## src/rtl/alu_pkg.sv

```systemverilog
//------------------------------------------------------------------------------
// alu_pkg: shared types and constants for the ALU subsystem sequencer.
// Rev 1.0 - initial release
//------------------------------------------------------------------------------
`default_nettype none

package alu_pkg;

   localparam int OPCODE_W = 4;
   localparam int FLAGS_W  = 4;

   // Bit positions inside the packed {OF,SF,ZF,CF} flag vector
   localparam int OF_B = 3;
   localparam int SF_B = 2;
   localparam int ZF_B = 1;
   localparam int CF_B = 0;

   typedef enum logic [2:0] {
      IDLE   = 3'd0,
      LOAD_A = 3'd1,
      LOAD_B = 3'd2,
      EXEC   = 3'd3,
      READ   = 3'd4,
      RESP   = 3'd5
   } alu_seq_state_t;

endpackage

`default_nettype wire

```

## src/rtl/alu_sub_ctrl_reg.sv

```systemverilog
//------------------------------------------------------------------------------
// alu_sub_ctrl_reg: enabled register with asynchronous clear.
// Rev 1.0 - initial release
//------------------------------------------------------------------------------
`default_nettype none

module alu_sub_ctrl_reg #(
   parameter int WIDTH = 12
) (
   input  logic             clk,
   input  logic             rst,
   input  logic             en,
   input  logic [WIDTH-1:0] d,
   output logic [WIDTH-1:0] q
);

   always_ff @(posedge clk or posedge rst) begin
      if (rst)
         q <= '0;
      else if (en)
         q <= d;
   end

endmodule

`default_nettype wire

```

## src/rtl/alu_sub_ctrl.sv

```systemverilog
//------------------------------------------------------------------------------
// alu_sub_ctrl: sequences one request through the ALU subsystem strobes and
// returns the captured result on a valid/ready response port.
// Rev 1.0 - initial release
//------------------------------------------------------------------------------
`default_nettype none

module alu_sub_ctrl
   import alu_pkg::*;
#(
   parameter int WIDTH   = 8,
   parameter int ALU_LAT = 1
) (
   input  logic                clk,
   input  logic                rst,
   input  logic                req_valid,
   output logic                req_ready,
   input  logic [OPCODE_W-1:0] req_op,
   input  logic [WIDTH-1:0]    req_a,
   input  logic [WIDTH-1:0]    req_b,
   output logic                rsp_valid,
   input  logic                rsp_ready,
   output logic [WIDTH-1:0]    rsp_data,
   output logic [FLAGS_W-1:0]  rsp_flags,
   output logic [WIDTH-1:0]    data,
   output logic                a_en,
   output logic                b_en,
   output logic                alu_en,
   output logic                alu_oe,
   output logic [OPCODE_W-1:0] opcode,
   input  logic [WIDTH-1:0]    alu_data,
   input  logic                of,
   input  logic                sf,
   input  logic                zf,
   input  logic                cf
);

   localparam int CNT_W = (ALU_LAT > 1) ? $clog2(ALU_LAT) : 1;
   localparam int CAP_W = WIDTH + FLAGS_W;

   alu_seq_state_t      state;
   logic [OPCODE_W-1:0] op_lat;
   logic [WIDTH-1:0]    a_lat;
   logic [WIDTH-1:0]    b_lat;
   logic [CNT_W-1:0]    exec_cnt;
   logic [FLAGS_W-1:0]  flags_in;
   logic [CAP_W-1:0]    cap_q;

   always_ff @(posedge clk or posedge rst) begin
      if (rst) begin
         state    <= IDLE;
         op_lat   <= '0;
         a_lat    <= '0;
         b_lat    <= '0;
         exec_cnt <= '0;
      end else begin
         case (state)
            IDLE: begin
               if (req_valid) begin
                  op_lat <= req_op;
                  a_lat  <= req_a;
                  b_lat  <= req_b;
                  state  <= LOAD_A;
               end
            end
            LOAD_A: state <= LOAD_B;
            LOAD_B: begin
               exec_cnt <= CNT_W'(ALU_LAT - 1);
               state    <= EXEC;
            end
            EXEC: begin
               if (exec_cnt == '0)
                  state <= READ;
               else
                  exec_cnt <= exec_cnt - 1'b1;
            end
            READ: state <= RESP;
            RESP: begin
               if (rsp_ready)
                  state <= IDLE;
            end
            default: state <= IDLE;
         endcase
      end
   end

   // Strobes decode from state only, so request inputs never reach them combinationally
   always_comb begin
      req_ready = (state == IDLE) && !rst;
      rsp_valid = (state == RESP);
      a_en      = (state == LOAD_A);
      b_en      = (state == LOAD_B);
      alu_en    = (state == EXEC);
      alu_oe    = (state == READ);
      data      = '0;
      if (state == LOAD_A)
         data = a_lat;
      else if (state == LOAD_B)
         data = b_lat;
      opcode = '0;
      if ((state == LOAD_A) || (state == LOAD_B) || (state == EXEC) || (state == READ))
         opcode = op_lat;
   end

   always_comb begin
      flags_in       = '0;
      flags_in[OF_B] = of;
      flags_in[SF_B] = sf;
      flags_in[ZF_B] = zf;
      flags_in[CF_B] = cf;
   end

   alu_sub_ctrl_reg #(
      .WIDTH (CAP_W)
   ) u_cap (
      .clk (clk),
      .rst (rst),
      .en  (state == READ),
      .d   ({alu_data, flags_in}),
      .q   (cap_q)
   );

   assign rsp_data  = cap_q[CAP_W-1:FLAGS_W];
   assign rsp_flags = cap_q[FLAGS_W-1:0];

endmodule

`default_nettype wire

```

## config.mk

```make
export PLATFORM = sky130hd
export DESIGN_NAME = alu_sub_ctrl
export DESIGN_NICKNAME = d
export VERILOG_FILES = /design/src/rtl/alu_pkg.sv /design/src/rtl/alu_sub_ctrl_reg.sv /design/src/rtl/alu_sub_ctrl.sv
export SDC_FILE = /design/constraint.sdc
export NUM_CORES = 1
export LEC_CHECK = 0
export ABC_CLOCK_PERIOD_IN_PS = 1900
export CAP_MARGIN = 15
export CORE_MARGIN = 2
export CORE_UTILIZATION = 39
export CTS_CLUSTER_DIAMETER = 100
export DETAILED_ROUTE_END_ITERATION = 8
export GPL_ROUTABILITY_DRIVEN = 0
export GPL_TIMING_DRIVEN = 0
export PLACE_DENSITY = 0.79
export SKIP_LAST_GASP = 1
export SLEW_MARGIN = 20
export SYNTH_ARGS = -nofsm -noshare
export SYNTH_HDL_FRONTEND = slang
export SYNTH_SLANG_ARGS = --single-unit
```

## constraint.sdc

```tcl
create_clock -name clk -period 1.9 [get_ports clk]
set_input_delay 0.38 -clock clk [delete_from_list [all_inputs] [get_ports clk]]
set_output_delay 0.38 -clock clk [all_outputs]
set_load 0.02 [all_outputs]
```

==> impl_metrics.json <==
{
  "die_x_um": 70.7,
  "cts.sinks": 35,
  "clkTransAtPathRegs_ns": 0.07,
  "synth-seq-area-share_pct": 50.5,
  "p_sw_uw": 1740,
  "drt-total-wl_um": 4160,
  "pwr-share-comb_pct": 57.1,
  "drc": 0,
  "intPower_uw": 3020,
  "die_h_um": 70.7,
  "grt_max_degree": 36,
  "clk_path_buf_depth": 2,
  "mostFrequentLayoutCells": "clkdlybuf4s50_1 (47), dfrtp_1 (35), mux2_4 (20)",
  "fin_crit_sh_pct": 99.5,
  "met1_usage_pct": 22.8,
  "dieArea_um2": 5000,
  "asyncSetResetFlopFracSynth_pct": 100,
  "powerDensity_nw_per_um2": 1810,
  "vias_per_cell": 5.00,
  "yosysTopAreaCell": "dfrtp_1",
  "syn_area_per_cell_um2": 13.9,
  "root_buffer": "clkbuf_8",
  "track_usage_pct": 17.3,
  "busiest_layer": "met2",
  "grt_pass1_vias": 1361,
  "synth_ff_type": "dfrtp_1",
  "synth.distinct_cells": 22,
  "start_util_pct": 40.1,
  "grt_antenna_before_repair": 0,
  "crit_required_ns": 1.52,
  "io_pins": 66,
  "synthTopCellsByArea": "dfrtp_1 (50%), mux2_4 (17%), mux2_2 (7.8%)",
  "clk-insertion-delay-late_ns": 0.29,
  "relSlewSlack_pct": 53.0,
  "crit_fanout": 4,
  "cts_max_level": 2,
  "area_growth_pct": 51.8,
  "yosys_warnings": 0,
  "nFillCells": 375,
  "firstDrtPassIters": 4,
  "skew_ns": 0.00144,
  "diodes": 0,
  "grt_pass1_wl_um": 6730,
  "ys_ff_latch": 35,
  "criticalPathCategory": "reg2out",
  "drt-wirelength-per-cell_um": 16.2,
  "setup_viol": 0,
  "final_area_um2": 2630,
  "numCtsBuffers": 5,
  "leakage_uw": 0.00114,
  "core_um2": 4320,
  "finalHoldViolations": 0,
  "synthesis.area_um2": 1740,
  "hold_ws_ns": 0.507,
  "p_seq_share_pct": 28.2,
  "finalCriticalPeriod_ns": 1.89,
  "met2_usage_pct": 28.2,
  "yosysTopAreaCellShare_pct": 50.5,
  "cp-end-kind": "primary output",
  "row_count": 24,
  "ant_nets": 0,
  "cts_hold_buf": 0,
  "cp.arrival_ns": 1.51,
  "rsz0062_at_grt": "yes",
  "synth_cells": 125,
  "syn-num-nets": 161,
  "clock_power_share_pct": 14.7,
  "port_buffers": 65,
  "layout_commonest_cell": "clkdlybuf4s50_1",
  "drt_first_iter_violations": 56,
  "max_freq_mhz": 529,
  "p_sw_share_pct": 36.5,
  "grt_overflow": 0,
  "start_kind": "flip-flop",
  "cap_violations": 0,
  "layout.nets": 240,
  "worst_pin_slew_ns": 0.705,
  "placed_area_um2": 2450,
  "dp_hpwl_um": 2830,
  "status": "complete, no violations",
  "irDropWorstVdd_uv": 745,
  "synth_edf_count": 0,
  "drive_gt1_share_pct": 42.4,
  "use_met3_pct": 3.28,
  "num_vias": 1286,
  "cts_tree": "built",
  "drv_slew": 0,
  "hp-class": "reg2reg"
}
## metal layers
metal,part of all wire (%),up-vias
met1,44,629
met2,49,49
met3,5.1,8
met5,0,-
met4,1.7,0
li1,-,600
## final timing paths
kind	start	endpoint	slack, ns	depth (start not counted)
min in group asynchronous	rst	b_lat[7]	0.63	2
max reg2reg	state[0]	a_lat[3]	0.21	5
min reg2reg	op_lat[0]	op_lat[0]	0.51	1
min	op_lat[0]	op_lat[0]	0.51	1
max in group asynchronous	rst	state[2]	0.82	2
max	state[0]	data[1]	0.009	5
## Yosys cell counts (2+ instances only)
library cell  instances
clkbuf_1              2
buf_6                 5
mux2_2               12
inv_1                 2
dfrtp_1              35
nor3b_1               7
nor2_1                2
mux2_4               20
nand3b_1             16
buf_2                 4
a21oi_1               9
## timing repair
| action | 4_1_cts | 5_1_grt |
|---|---|---|
| endpoints found under the setup margin | 18 | 14 |
| gates resized for setup | 91 | 18 |
| setup buffers | 4 | 2 |
| pin swaps | 2 | 2 |
| cloned | 1 | 0 |
## critical path, cell delays in order, from the launching register on
cell and delay (ns):
dfrtp_1 0.41, buf_4 0.16, buf_2 0.16, nand3b_1 0.18, a21oi_2 0.16, buf_4 0.16
## metrics by stage
step                instances  TNS (ns)  worst slack [ns]  total power, uW  utilization, %
floorplan                 125         0            0.0708             2980               -
global placement          242     -7.73            -0.292             3890            56.7
detailed placement        242     -4.10            -0.354             3960            56.7
CTS                       255  -0.00255          -0.00255             4670            59.9
global route              257   -0.0662           -0.0276             5020            60.9
finish                    257         0           0.00948             4760            60.9
## state kept, by name, indices dropped and copies added, names as in the netlist
| name | flops |
|---|---|
| a_lat | 8 |
| b_lat | 8 |
| op_lat | 4 |
| state | 3 |
| u_cap.q | 12 |
## cell families (layout without fill, tap and decap cells)
family	count (synthesis)	in the layout	share of synthesized area, %
xor+xnor	1	1	0.505
mux	33	33	25.7
compound gates	13	13	4.40
simple gates	30	30	13.7
flops	35	35	50.5
buf+inv	13	93	5.26
## final cells by class
cell class,count,area (um^2),share of cell area (%)
flip-flops and latches,35,876,33.3
multi-input cells,77,803,30.5
repair buffers,72,651,24.7
clock inverters,2,35.0,1.33
plain buffers,11,114,4.32
inverters,2,7.51,0.285
clock buffers,6,82.6,3.14
well taps,52,65.1,2.47
## power by group through the flow
stage / registers, uW / clock network [uW] / logic (uW)
floorplan: 1470 / 0 / 1510
global placement: 1340 / 0 / 2550
detailed placement: 1360 / 0 / 2600
CTS: 1340 / 706 / 2620
global route: 1400 / 744 / 2880
finish: 1340 / 700 / 2710
Power figures use the tool's default switching activity.
